$ cat src/rtl/sub_result_buf.sv
// sub_result_buf: registered two-entry skid buffer behind the SUB datapath.
// It captures {a, b, diff} over a valid/ready handshake. It tags each result
// with a borrow flag (a < b, unsigned) and a zero flag, and keeps a saturating
// count of accepted borrow events.
//
// Optional feature: define SUB_RESULT_SAT_EN to clamp borrowed results to 0
// (floor saturation) instead of storing the wrapped difference.
module sub_result_buf #(
  parameter int DATAWIDTH = 2,
  parameter int CNTWIDTH  = 8
) (
  input  logic                 Clk,
  input  logic                 Rst,
  input  logic                 in_valid,
  output logic                 in_ready,
  input  logic [DATAWIDTH-1:0] a,
  input  logic [DATAWIDTH-1:0] b,
  input  logic [DATAWIDTH-1:0] diff,
  output logic                 out_valid,
  input  logic                 out_ready,
  output logic [DATAWIDTH-1:0] out_diff,
  output logic                 out_borrow,
  output logic                 out_zero,
  output logic [CNTWIDTH-1:0]  borrow_cnt
);

  localparam logic [CNTWIDTH-1:0] CNT_MAX = {CNTWIDTH{1'b1}};

  // occupancy: 0..2
  logic [1:0]           count_q,       count_d;
  // head entry (drives the outputs)
  logic [DATAWIDTH-1:0] head_diff_q,   head_diff_d;
  logic                 head_borrow_q, head_borrow_d;
  logic                 head_zero_q,   head_zero_d;
  // tail entry (only meaningful when count_q == 2)
  logic [DATAWIDTH-1:0] tail_diff_q,   tail_diff_d;
  logic                 tail_borrow_q, tail_borrow_d;
  logic                 tail_zero_q,   tail_zero_d;
  // saturating borrow event counter
  logic [CNTWIDTH-1:0]  borrow_cnt_q,  borrow_cnt_d;

  logic                 push, pop;
  logic                 new_borrow;
  logic [DATAWIDTH-1:0] new_diff;
  logic                 new_zero;

  // Handshake flags come from the occupancy register only, so in_ready has
  // no combinational path from out_ready.
  assign in_ready   = (count_q != 2'd2);
  assign out_valid  = (count_q != 2'd0);
  assign out_diff   = head_diff_q;
  assign out_borrow = head_borrow_q;
  assign out_zero   = head_zero_q;
  assign borrow_cnt = borrow_cnt_q;

  assign push = in_valid & in_ready;
  assign pop  = out_valid & out_ready;

  // Build the entry to be stored: borrow from the operands, zero from the
  // value that actually lands in the register (after any clamping).
  always_comb begin
    new_borrow = (a < b);
`ifdef SUB_RESULT_SAT_EN
    new_diff   = new_borrow ? '0 : diff;
`else
    new_diff   = diff;
`endif
    new_zero   = (new_diff == '0);
  end

  // FIFO next-state: occupancy, head/tail movement and the borrow counter.
  always_comb begin
    count_d       = count_q;
    head_diff_d   = head_diff_q;
    head_borrow_d = head_borrow_q;
    head_zero_d   = head_zero_q;
    tail_diff_d   = tail_diff_q;
    tail_borrow_d = tail_borrow_q;
    tail_zero_d   = tail_zero_q;
    borrow_cnt_d  = borrow_cnt_q;

    unique case ({push, pop})
      2'b10: begin
        // push only: fill head when empty, otherwise fill tail
        count_d = count_q + 2'd1;
        if (count_q == 2'd0) begin
          head_diff_d   = new_diff;
          head_borrow_d = new_borrow;
          head_zero_d   = new_zero;
        end else begin
          tail_diff_d   = new_diff;
          tail_borrow_d = new_borrow;
          tail_zero_d   = new_zero;
        end
      end
      2'b01: begin
        // pop only: tail slides to head
        count_d       = count_q - 2'd1;
        head_diff_d   = tail_diff_q;
        head_borrow_d = tail_borrow_q;
        head_zero_d   = tail_zero_q;
      end
      2'b11: begin
        // push+pop only reachable at count 1 (full blocks push): the new
        // entry replaces the head being consumed
        head_diff_d   = new_diff;
        head_borrow_d = new_borrow;
        head_zero_d   = new_zero;
      end
      default: ;
    endcase

    if (push && new_borrow && (borrow_cnt_q != CNT_MAX))
      borrow_cnt_d = borrow_cnt_q + 1'b1;
  end

  // State registers; reset drops all in-flight entries immediately.
  always_ff @(posedge Clk or negedge Rst) begin
    if (!Rst) begin
      count_q       <= 2'd0;
      head_diff_q   <= '0;
      head_borrow_q <= 1'b0;
      head_zero_q   <= 1'b0;
      tail_diff_q   <= '0;
      tail_borrow_q <= 1'b0;
      tail_zero_q   <= 1'b0;
      borrow_cnt_q  <= '0;
    end else begin
      count_q       <= count_d;
      head_diff_q   <= head_diff_d;
      head_borrow_q <= head_borrow_d;
      head_zero_q   <= head_zero_d;
      tail_diff_q   <= tail_diff_d;
      tail_borrow_q <= tail_borrow_d;
      tail_zero_q   <= tail_zero_d;
      borrow_cnt_q  <= borrow_cnt_d;
    end
  end

endmodule

$ cat config.mk
export PLATFORM = sky130hd
export DESIGN_NAME = sub_result_buf
export DESIGN_NICKNAME = d
export VERILOG_FILES = /design/src/rtl/sub_result_buf.sv
export SDC_FILE = /design/constraint.sdc
export NUM_CORES = 1
export LEC_CHECK = 0
export BUFFER_PORTS_ARGS = -buffer_cell sky130_fd_sc_hd__buf_2
export CAP_MARGIN = 10
export CORE_ASPECT_RATIO = 0.9
export CORE_MARGIN = 10
export CORE_UTILIZATION = 55
export DETAILED_ROUTE_END_ITERATION = 6
export PLACE_DENSITY = 0.82
export SLEW_MARGIN = 20
export SYNTH_ARGS = -nofsm -noshare
export SYNTH_HDL_FRONTEND = slang
export SYNTH_SLANG_ARGS = --single-unit
export TNS_END_PERCENT = 1
$ cat constraint.sdc
create_clock -name Clk -period 3.6 [get_ports Clk]
set_input_delay 0.54 -clock Clk [delete_from_list [all_inputs] [get_ports Clk]]
set_output_delay 0.54 -clock Clk [all_outputs]
set_load 0.01 [all_outputs]
== Word level (Yosys, flattened, before mapping) ==
Index checks and enable logic that the tools add are counted.

* Register bits: 18
* Latch bits: 0
* RAM bits: 0
* ROM bits: 0
* Memories: 0

* $add $sub $neg: 3
* Multiply operators: 0
* Divide/modulo/power cells: 0
* $lt $le $gt $ge: 1
* Equal/unequal tests: 6
* Shifts and indexed selects: 0
* Mux-type cells: 7
* Bitwise gates (word level): 3
* Reduce and logical (&&, ||, !) cells: 9

{| class="wikitable"
|+ Operator list
! cell !! number
|-
| adder 8 x 1 -> 8 bit, second input constant || 1
|-
| inequality test 8 bit, second input constant || 1
|-
| one-hot mux 1 bit (3 select lines) || 2
|-
| one-hot mux 2 bit (3 select lines) || 1
|-
| == test 2 bit, second input constant || 2
|-
| zero test 2 bit || 2
|-
| inequality test 2 bit, second input constant || 2
|-
| one-hot mux 2 bit (2 select lines) || 1
|-
| AND reduction 2 bit || 2
|-
| nonzero test 2 bit || 2
|-
| nonzero test 3 bit || 1
|-
| adder 2 x 1 -> 2 bit, second input constant || 1
|-
| bitwise AND 1 bit || 2
|-
| == test 2 x 1 -> 1 bit, second input constant || 1
|-
| logical AND 1 bit || 2
|-
| less-than comparator 2 bit || 1
|-
| 2-to-1 mux 1 bit || 2
|-
| 2-to-1 mux 2 bit || 1
|-
| subtractor 2 x 1 -> 2 bit, second input constant || 1
|-
| NOT 1 bit || 1
|}

== Longest topological paths before layout ==
Gate-level depths: netlist of run 1.

* Depth in word-level cells: 5
* Depth in mapped cells: 8
* Depth with buffers taken out: 8

== Worst setup path after synthesis of run 1 ==
Ideal clock, no wire load.

* Path type: input to register
* Start point: input b[1]
* End point: register borrow_cnt_q[1], in the netlist borrow_cnt[1]
* Setup time: 125 ps
* Arrival: 1864 ps
* Data required time: 3475 ps
* Path slack: 1611 ps
* Cell stages on the path: 5
* Buffers on the path: 0
* Path through: inv_1 -> ha_1 -> a2111oi_4 -> and2_4 -> mux2_4

* Longest elaborated chain between the ends: 3

{| class="wikitable"
|+ RTL lines
! what !! RTL line !! text
|-
| from (decl) || 17 || <nowiki>input logic [DATAWIDTH-1:0] b,</nowiki>
|-
| less-than comparator 2 bit || 62 || <nowiki>new_borrow = (a < b);</nowiki>
|-
| logical AND 1 bit (2 in series) || 113 || <nowiki>if (push && new_borrow && (borrow_cnt_q != CNT_MAX))</nowiki>
|-
| to (signal assigned) || 136 || <nowiki>borrow_cnt_q <= borrow_cnt_d;</nowiki>
|-
| to (decl) || 40 || <nowiki>logic [CNTWIDTH-1:0] borrow_cnt_q, borrow_cnt_d;</nowiki>
|}

Every way passes these cells.
A chain may end at the register's enable or synchronous reset.

== Final worst setup path of run 1 ==
* Start point: input a[1]
* End point: register borrow_cnt_q[1], in the netlist borrow_cnt[1]

* Longest elaborated chain between the ends: 3

{| class="wikitable"
|+ RTL lines
! what !! RTL line !! text
|-
| from (decl) || 16 || <nowiki>input logic [DATAWIDTH-1:0] a,</nowiki>
|-
| less-than comparator 2 bit || 62 ||
|-
| logical AND 1 bit (2 in series) || 113 ||
|}

Every way passes these cells.

==> results of run 1 <==
-- state kept, by name, indices dropped and copies added (netlist names) --
register	flops
tail_zero_q	1
borrow_cnt	8
tail_borrow_q	1
out_zero	1
count_q	2
out_diff	2
tail_diff_q	2
out_borrow	1
-- worst paths after layout --
check / startpoint / to / depth (start not counted)
worst max-delay path: a[1] / borrow_cnt[1] / 5
worst min-delay path: Rst / tail_borrow_q / 1
worst max register to register: count_q[1] / borrow_cnt[1] / 4
worst min register to register: out_zero / out_zero / 2
max in group asynchronous: Rst / tail_diff_q[1] / 1
min in group Clk: diff[0] / tail_zero_q / 2
-- layout make-up --
type / instances / share of cell area (%)
clock buffer: 3 / 2.02
tap: 24 / 2.69
timing repair buffer: 23 / 10.3
inverter: 6 / 2.02
sequential: 18 / 40.4
multi-input combinational: 61 / 42.5
-- power by group --
group	leakage, uW	internal (uW)	switching, uW
sequential	0.000225	287	73.1
combinational	0.000315	170	186
clock	0.0000138	38.9	58.7
-- placed cells by master, fill, tap and decap left out, types with 4 or more instances in the layout --
cell type / n
sky130_fd_sc_hd__ha_1: 5
sky130_fd_sc_hd__nand2_1: 8
sky130_fd_sc_hd__o21ai_0: 4
sky130_fd_sc_hd__buf_2: 23
sky130_fd_sc_hd__xnor2_1: 6
sky130_fd_sc_hd__nand3_1: 5
sky130_fd_sc_hd__dfrtp_1: 18
sky130_fd_sc_hd__inv_1: 6
-- metal layers --
layer | up-vias | part of all wire [%]
met2 | 26 | 46
met3 | 4 | 7.4
li1 | 351 | -
met5 | - | 0
met1 | 316 | 44
met4 | 0 | 1.7
-- critical path, stage by stage --
cell	delay, ps
sky130_fd_sc_hd__buf_2	100
sky130_fd_sc_hd__ha_1	350
sky130_fd_sc_hd__a2111oi_4	540
sky130_fd_sc_hd__and2_4	270
sky130_fd_sc_hd__mux2_4	300
-- per-stage QoR --
| stage | cell area (um2) | std cells | utilization [%] | total power (uW) |
|---|---|---|---|---|
| after floorplan | 947 | 85 | - | 595 |
| after global placement | 1090 | 132 | 66.3 | 706 |
| after detailed placement | 1090 | 132 | 66.3 | 725 |
| after CTS | 1110 | 135 | 67.7 | 826 |
| after global routing | 1110 | 135 | 67.7 | 879 |
| final | 1110 | 135 | 67.7 | 814 |
-- kinds of logic (layout without fill, tap and decap cells) --
kind of cell | count (synthesis) | after routing
muxes | 6 | 6
DFF | 18 | 18
AOI/OAI and AO/OA | 15 | 15
buffers and inverters | 6 | 32
adders and majority gates | 5 | 5
xor gates and xnor gates | 8 | 8
and+or+nand+nor | 27 | 27
==> flow_summary.toml, run 1 <==
[status]
result_of_the_run = "finished clean"

[sta]
final.min_clock_period_ps = 1920
maxClockFrequency_ghz = 0.522
report.final.setup_viol = 0
layout_worst_path_cycle_share_pct = 53.2
finalHoldViolCount = 0
final.setup.worst_slack_ps = 1680
clock-skew-final_ps = 4.06
maxSlewHeadroom_pct = 64.3
setup_repair_after_global_routing_missed_its_margin = "no"
total_negative_setup_slacks_ps = 0
worst_hold_slack_ps = 162
tightest_slew_ps = 535
final_max_slew_viol_count = 0

[synth]
yosys.area_share.xor_xnor_pct = 7.40
synth-main-ff-cell = "sky130_fd_sc_hd__dfrtp_1"
main_combinational_cell_family_by_area_after_synthesis = "simple AND/OR/NAND/NOR gates"
simple_gate_fraction_of_synth_area_pct = 16.4
yosys-mux-area-fraction_pct = 7.66
synthAdderAreaFrac_pct = 6.61
post_synthesis_instance_area_um2 = 947
syn_nets = 100
netlist_top_cells_area = "sky130_fd_sc_hd__dfrtp_1 (48%), sky130_fd_sc_hd__ha_1 (6.6%), sky130_fd_sc_hd__xnor2_1 (5.5%), sky130_fd_sc_hd__mux2_4 (3.2%), sky130_fd_sc_hd__nand2_1 (3.2%)"
synthesis.area_per_instance_um2 = 11.1
ys_seq_area_share_pct = 47.6
post-synth-top-count-cell = "sky130_fd_sc_hd__dfrtp_1"
synth.distinct_cells = 29
syn-instance-count = 85
synth_enable_flop_cells = 0
yosysTopAreaCellShare_pct = 47.6
synth_compound_area_share_pct = 12.0
netlist.top_cell.by_area = "sky130_fd_sc_hd__dfrtp_1"
synth.cells.most_frequent = "sky130_fd_sc_hd__dfrtp_1 (18), sky130_fd_sc_hd__nand2_1 (8), sky130_fd_sc_hd__inv_1 (6), sky130_fd_sc_hd__xnor2_1 (6)"
synth-seq-cells = 18
synth_async_sr_flop_share_pct = 100
yosysWarnings = 0

[cells_and_area]
nFillCells = 139
flow.area_growth_from_synthesis_pct = 17.7
number_of_diodes = 0
share_of_post_route_cells_with_drive_strength_above_1_pct = 32.4
seqCellArea_um2 = 450
area_occupied_by_multi_input_gates_um2 = 474
final_nets = 128

[drt]
wl_per_cell_um = 14.8
drt_iter0_drc = 24
dr_vias_cell = 5.16
ant_nets = 0
wirelength_um = 2000
route.detailed.drc = 0
detailroute.via_count = 697
detailedRoute.firstPassIterationCount = 4

[die]
top_level_ports = 24
die_ar_mm2 = 0.00378
initial_core_util_pct = 57.5
die-width_um = 63.7
die-height_um = 59.4
floorplan.core_area_mm2 = 0.00165
core.rowCount = 14

[flow_run]
max_cap_viols = 0

[grt]
first_global_vias = 740
globalRouteTotalUtil_pct = 11.3
met1_usage_pct = 12.2
gr-total-overflow = 0
grt_util_met2_pct = 18.9
groute.layer.met3.usage_pct = 5.29
top_usage_layer = "met2"
grt_antenna_before_repair = 0
maximum_number_of_pins_on_one_net_before_global_route_repair = 19
grt_first_pass_wirelength_um = 3400

[placement]
gp_routability_congestion = 0.790
numPortBuffers = 23
post-place-ws_ps = 1360
dp_hpwl_um = 1590

[critical_path]
worst-endpoint-required_ps = 3780
path_class = "primary input to flop"
timing.critical_path.to_type = "flop"
critPathMaxFanout = 8
start_kind = "primary input"
timing.critical_path.arrival_ps = 2100
rrSetupSlack_ps = 1780

[clocking]
cts-hold-fix-buffers = 0
ctsHtreeMaxLevel = 1
tritoncts = "done"
cts_max_path_buffers = 2
cts.root.buffer_cell = "sky130_fd_sc_hd__clkbuf_4"
clock-sinks = 18
post-cts-setup-buffer-count = 0
clkLatencyLatePin_ps = 290
cts_inserted_buffers = 3
clock_pin_slew_on_the_worst_setup_and_hold_paths_ps = 100
number_of_gates_resized_after_cts = 0

[worst_hold_path]
hold_path.class = "primary input to asynchronous set/reset pin"

[power]
power.ir.vdd_worst_uv = 451
leakage_uw = 0.000554
power.density_cell_area_mw_per_mm2 = 730
Note: power is estimated with default switching activity, not from simulation.
==> run 2, diff against run 1 <==
--- a/config.mk
+++ b/config.mk
@@ -9,9 +9,9 @@
 export CAP_MARGIN = 10
 export CORE_ASPECT_RATIO = 0.9
 export CORE_MARGIN = 10
-export CORE_UTILIZATION = 55
+export CORE_UTILIZATION = 51
 export DETAILED_ROUTE_END_ITERATION = 6
-export PLACE_DENSITY = 0.82
+export PLACE_DENSITY = 0.77
 export SLEW_MARGIN = 20
 export SYNTH_ARGS = -nofsm -noshare
 export SYNTH_HDL_FRONTEND = slang
==> constraint.sdc (replaced) <==
create_clock -name Clk -period 1.93 [get_ports Clk]
set_input_delay 0.2895 -clock Clk [delete_from_list [all_inputs] [get_ports Clk]]
set_output_delay 0.2895 -clock Clk [all_outputs]
set_load 0.01 [all_outputs]
==> run 2 against run 1 <==
  * Final cell count grew 2.2%
  * Largest cell class unchanged
  * Register-to-register slack got worse by 1600 ps
  * Worst setup slack got worse by 1500 ps
  * Global-route usage down 0.11 points
  * Final area increased by 2.8%
==> flow_summary.toml, run 2 (synthesis gave the netlist of run 1 again) <==
[status]
result_of_the_run = "finished clean"

[placement]
postPlaceCellArea_mm2 = 0.00110
dp_hpwl_um = 1630
numPortBuffers = 23
gp_routability_congestion = 0.741
place_inst = 133

[cells_and_area]
mostFrequentLayoutCells = "sky130_fd_sc_hd__buf_2 (23), sky130_fd_sc_hd__dfrtp_1 (18), sky130_fd_sc_hd__nand2_1 (8)"
final_nets = 130
final_cells = 138
flow.area_growth_from_synthesis_pct = 21.0
design_area_mm2 = 0.00115
number_of_diodes = 0
share_of_post_route_cells_with_drive_strength_above_1_pct = 33.3
largest_register_ffs = 8
mostFrequentLayoutCell = "sky130_fd_sc_hd__buf_2"

[drt]
detailedRoute.firstPassIterationCount = 4
detailroute.via_count = 727
ant_nets = 0
drt_iter0_drc = 10
route.detailed.drc = 0
wirelength_um = 2080
wl_per_cell_um = 15.0
dr_vias_cell = 5.27

[clocking]
tritoncts = "done"
post-cts-setup-buffer-count = 0
cts_inserted_buffers = 3
clkLatencyLatePin_ps = 290
number_of_gates_resized_after_cts = 0
clock_pin_slew_on_the_worst_setup_and_hold_paths_ps = 110
clock-sinks = 18
cts.root.buffer_cell = "sky130_fd_sc_hd__clkbuf_4"
ctsHtreeMaxLevel = 1
cts_max_path_buffers = 2

[power]
leakage_uw = 0.000571
power.density_cell_area_mw_per_mm2 = 1370
power.ir.vdd_worst_uv = 940

[critical_path]
start_kind = "flop"
path_class = "flop to flop"
critPathMaxFanout = 6
timing.critical_path.to_type = "flop"
worst-endpoint-required_ps = 2110
rrSetupSlack_ps = 170
timing.critical_path.arrival_ps = 1930

[die]
die-width_um = 65.4
die_ar_mm2 = 0.00398
initial_core_util_pct = 55.2
die-height_um = 60.9
top_level_ports = 24
floorplan.core_area_mm2 = 0.00172
core.rowCount = 14

[grt]
grt_first_pass_wirelength_um = 3530
maximum_number_of_pins_on_one_net_before_global_route_repair = 19
first_global_vias = 764
grt_antenna_before_repair = 0
globalRouteTotalUtil_pct = 11.2
gr-total-overflow = 0

[sta]
finalHoldViolCount = 0
clock-skew-final_ps = 7.72
report.final.setup_viol = 0
maxSlewHeadroom_pct = 73.2
setup_repair_after_global_routing_missed_its_margin = "no"
final_max_slew_viol_count = 0
layout_worst_path_cycle_share_pct = 91.0
total_negative_setup_slacks_ps = 0
final.min_clock_period_ps = 1760
tightest_slew_ps = 402
maxClockFrequency_ghz = 0.570

[flow_run]
max_cap_viols = 0

[worst_hold_path]
hold_path.class = "primary input to flop"
==> run 2: routing by layer <==
layer | share of wire [%] | global-route usage (%) | vias to the layer above | routed length (um)
met2 | 51 | 20.6 | 12 | 1060
met4 | 1.3 | 3.66 | 0 | 28
li1 | - | - | 359 | -
met1 | 43 | 12.0 | 352 | 896
met3 | 4.3 | 3.68 | 4 | 89
met5 | 0 | 0 | - | 0
==> run 2: power by group <==
part	total [uW]	internal, uW	switching, uW
registers	672	535	136
clock network	230	115	115
logic	670	322	348
==> run 2: area by class of cell <==
| cell class | count | area [um2] |
|---|---|---|
| Fill cell | 166 | 571 |
| Sequential cell | 18 | 450 |
| Multi-Input combinational cell | 61 | 474 |
| Tap cell | 24 | 30.0 |
| Clock buffer | 4 | 36.3 |
| Inverter | 6 | 22.5 |
| Timing Repair Buffer | 25 | 133 |
==> run 2: per-stage QoR <==
step / hold slack [ps] / setup slack [ps] / power (uW) / util [%]
after floorplan: -6.09 / 191 / 1110 / -
after global placement: 236 / 198 / 1330 / 64.1
after detailed placement: 240 / 159 / 1360 / 64.1
after CTS: 231 / 195 / 1590 / 66.8
after global routing: 236 / 47.1 / 1690 / 66.8
final: 238 / 174 / 1570 / 66.8
==> run 2: final timing paths <==
kind                                   to  cells after the start         from
min                           tail_zero_q                      2      diff[0]
max                        tail_diff_q[0]                      7   count_q[0]
min in group asynchronous      out_borrow                      2          Rst
min reg2reg                   out_diff[0]                      2  out_diff[0]
max in group asynchronous  tail_diff_q[0]                      2          Rst
max reg2reg                tail_diff_q[0]                      7   count_q[0]
==> run 2: critical path: stages, from the launching register on <==
cell	delay, ps
sky130_fd_sc_hd__dfrtp_1	450
sky130_fd_sc_hd__nor2b_2	210
sky130_fd_sc_hd__inv_1	70
sky130_fd_sc_hd__nand2_1	120
sky130_fd_sc_hd__inv_1	60
sky130_fd_sc_hd__ha_1	170
sky130_fd_sc_hd__nand2_1	200
sky130_fd_sc_hd__mux2_2	360
==> run 2: timing repair <==
action,in CTS,in global routing
setup endpoints to repair,0,0
hold buffers,1,0
endpoints found under the hold margin,18,0
==> run 3, diff against run 2 <==
--- a/config.mk
+++ b/config.mk
@@ -10,8 +10,9 @@
 export CORE_ASPECT_RATIO = 0.9
 export CORE_MARGIN = 10
 export CORE_UTILIZATION = 51
+export CTS_CLUSTER_DIAMETER = 200
 export DETAILED_ROUTE_END_ITERATION = 6
-export PLACE_DENSITY = 0.77
+export PLACE_DENSITY_LB_ADDON = 0.1
 export SLEW_MARGIN = 20
 export SYNTH_ARGS = -nofsm -noshare
 export SYNTH_HDL_FRONTEND = slang
==> run 3 against run 2 <==
  * Die area did not move
  * Via count fell by 3.7%
  * Sequential power decreased by 0.6%
  * Worst setup slack improved by 27 ps
  * Final cell count did not move
  * Sequential cell count is the same
  * Core utilization unchanged
  * Largest power group unchanged
==> flow_summary.toml, run 3 (synthesis gave the netlist of run 1 again) <==
[placement]
numPortBuffers = 23
postPlaceCellArea_mm2 = 0.00110
gp_routability_congestion = 0.862
post-place-ws_ps = 165
place_inst = 133
dp_hpwl_um = 1460

[die]
die_ar_mm2 = 0.00398
initial_core_util_pct = 55.2
die-height_um = 60.9
core.rowCount = 14
top_level_ports = 24
die-width_um = 65.4
floorplan.core_area_mm2 = 0.00172

[grt]
grt_antenna_before_repair = 0
gr-total-overflow = 0
grt_first_pass_wirelength_um = 3240
first_global_vias = 728
maximum_number_of_pins_on_one_net_before_global_route_repair = 19
globalRouteTotalUtil_pct = 10.3

[critical_path]
worst_r2r_startpoint = "count_q[0]"
timing.critical_path.arrival_ps = 1910
ff2ff_path_depth = 7
worstSetupEndpoint = "tail_diff_q[0]"
worst-endpoint-required_ps = 2110
timing.critical_path.to_type = "flop"
rrSetupSlack_ps = 200
start_kind = "flop"
reg2reg_to = "tail_diff_q[0]"
path_class = "flop to flop"
critical_path.startpoint = "count_q[0]"
critPathMaxFanout = 6

[power]
power.density_cell_area_mw_per_mm2 = 1360
leakage_uw = 0.000571
power.ir.vdd_worst_uv = 935

[sta]
setup_repair_after_global_routing_missed_its_margin = "no"
report.final.setup_viol = 0
finalHoldViolCount = 0
total_negative_setup_slacks_ps = 0
clock-skew-final_ps = 4.28
final.min_clock_period_ps = 1730
final.setup.worst_slack_ps = 201
final_max_slew_viol_count = 0
layout_worst_path_cycle_share_pct = 89.6
maxSlewHeadroom_pct = 74.4
maxClockFrequency_ghz = 0.578
tightest_slew_ps = 380

[cells_and_area]
design_area_mm2 = 0.00115
largest_register_ffs = 8
mostFrequentLayoutCell = "sky130_fd_sc_hd__buf_2"
share_of_post_route_cells_with_drive_strength_above_1_pct = 33.3
finish.utilization_pct = 66.8
number_of_diodes = 0
mostFrequentLayoutCells = "sky130_fd_sc_hd__buf_2 (23), sky130_fd_sc_hd__dfrtp_1 (18), sky130_fd_sc_hd__nand2_1 (8)"
flow.area_growth_from_synthesis_pct = 21.0
final_cells = 138
final_nets = 130

[drt]
route.detailed.drc = 0
detailroute.via_count = 700
wirelength_um = 1860
dr_vias_cell = 5.07
wl_per_cell_um = 13.4
detailedRoute.firstPassIterationCount = 4
drt_iter0_drc = 7
ant_nets = 0

[status]
result_of_the_run = "finished clean"

[clocking]
cts_inserted_buffers = 3
clock_pin_slew_on_the_worst_setup_and_hold_paths_ps = 110
clock-sinks = 18
clkLatencyLatePin_ps = 290
cts.root.buffer_cell = "sky130_fd_sc_hd__clkbuf_4"
cts_max_path_buffers = 2
tritoncts = "done"
ctsHtreeMaxLevel = 1
post-cts-setup-buffer-count = 0

[worst_hold_path]
hold_path.class = "primary input to flop"

[flow_run]
max_cap_viols = 0
==> run 3: what timing repair did <==
action                                  4_1_cts  5_1_grt
endpoints found under the hold margin        18        0
gates resized for setup                       0        0
endpoints found under the setup margin        0        0
hold buffers                                  1        0
==> run 3: area by class of cell <==
cell class                 instances  area (um2)
timing repair buffer              25         133
fill                             162         571
inverter                           6        22.5
tap                               24        30.0
clock buffer                       4        36.3
sequential                        18         450
multi-input combinational         61         474
==> run 3: worst min-delay path by stage <==
stage,slack [ps],start,end,depth (start not counted)
after global placement,230,Rst,out_borrow,1
after global routing,230,diff[0],tail_zero_q,2
after detailed placement,240,Rst,tail_borrow_q,1
final,220,diff[0],tail_zero_q,2
after CTS,210,diff[0],tail_zero_q,2
after floorplan,-6,Rst,borrow_cnt[0],0
==> run 3: metal layers <==
metal	GRT usage [%]	part of all wire, %	vias up
met5	0	0	-
met4	3.66	0.54	0
met3	3.68	6.6	2
met2	16.6	47	14
met1	12.4	46	326
li1	-	-	358
==> run 3: where the power goes <==
| group | switching (uW) | internal (uW) |
|---|---|---|
| clock | 119 | 115 |
| sequential | 133 | 535 |
| combinational | 338 | 321 |
| total | 590 | 971 |
==> run 3: stage by stage <==
stage	hold WS [ps]	total power [uW]
3_5_place_dp	235	1340
2_1_floorplan	-6.09	1110
5_1_grt	233	1700
4_1_cts	212	1590
6_report	217	1560
3_3_place_gp	232	1330
==> run 3: worst max-delay path, stage by stage, from the launching register on <==
cell and delay, ps:
sky130_fd_sc_hd__dfrtp_1 450, sky130_fd_sc_hd__nor2b_2 210, sky130_fd_sc_hd__inv_1 70, sky130_fd_sc_hd__nand2_1 120
sky130_fd_sc_hd__inv_1 50, sky130_fd_sc_hd__ha_1 170, sky130_fd_sc_hd__nand2_1 190, sky130_fd_sc_hd__mux2_2 360
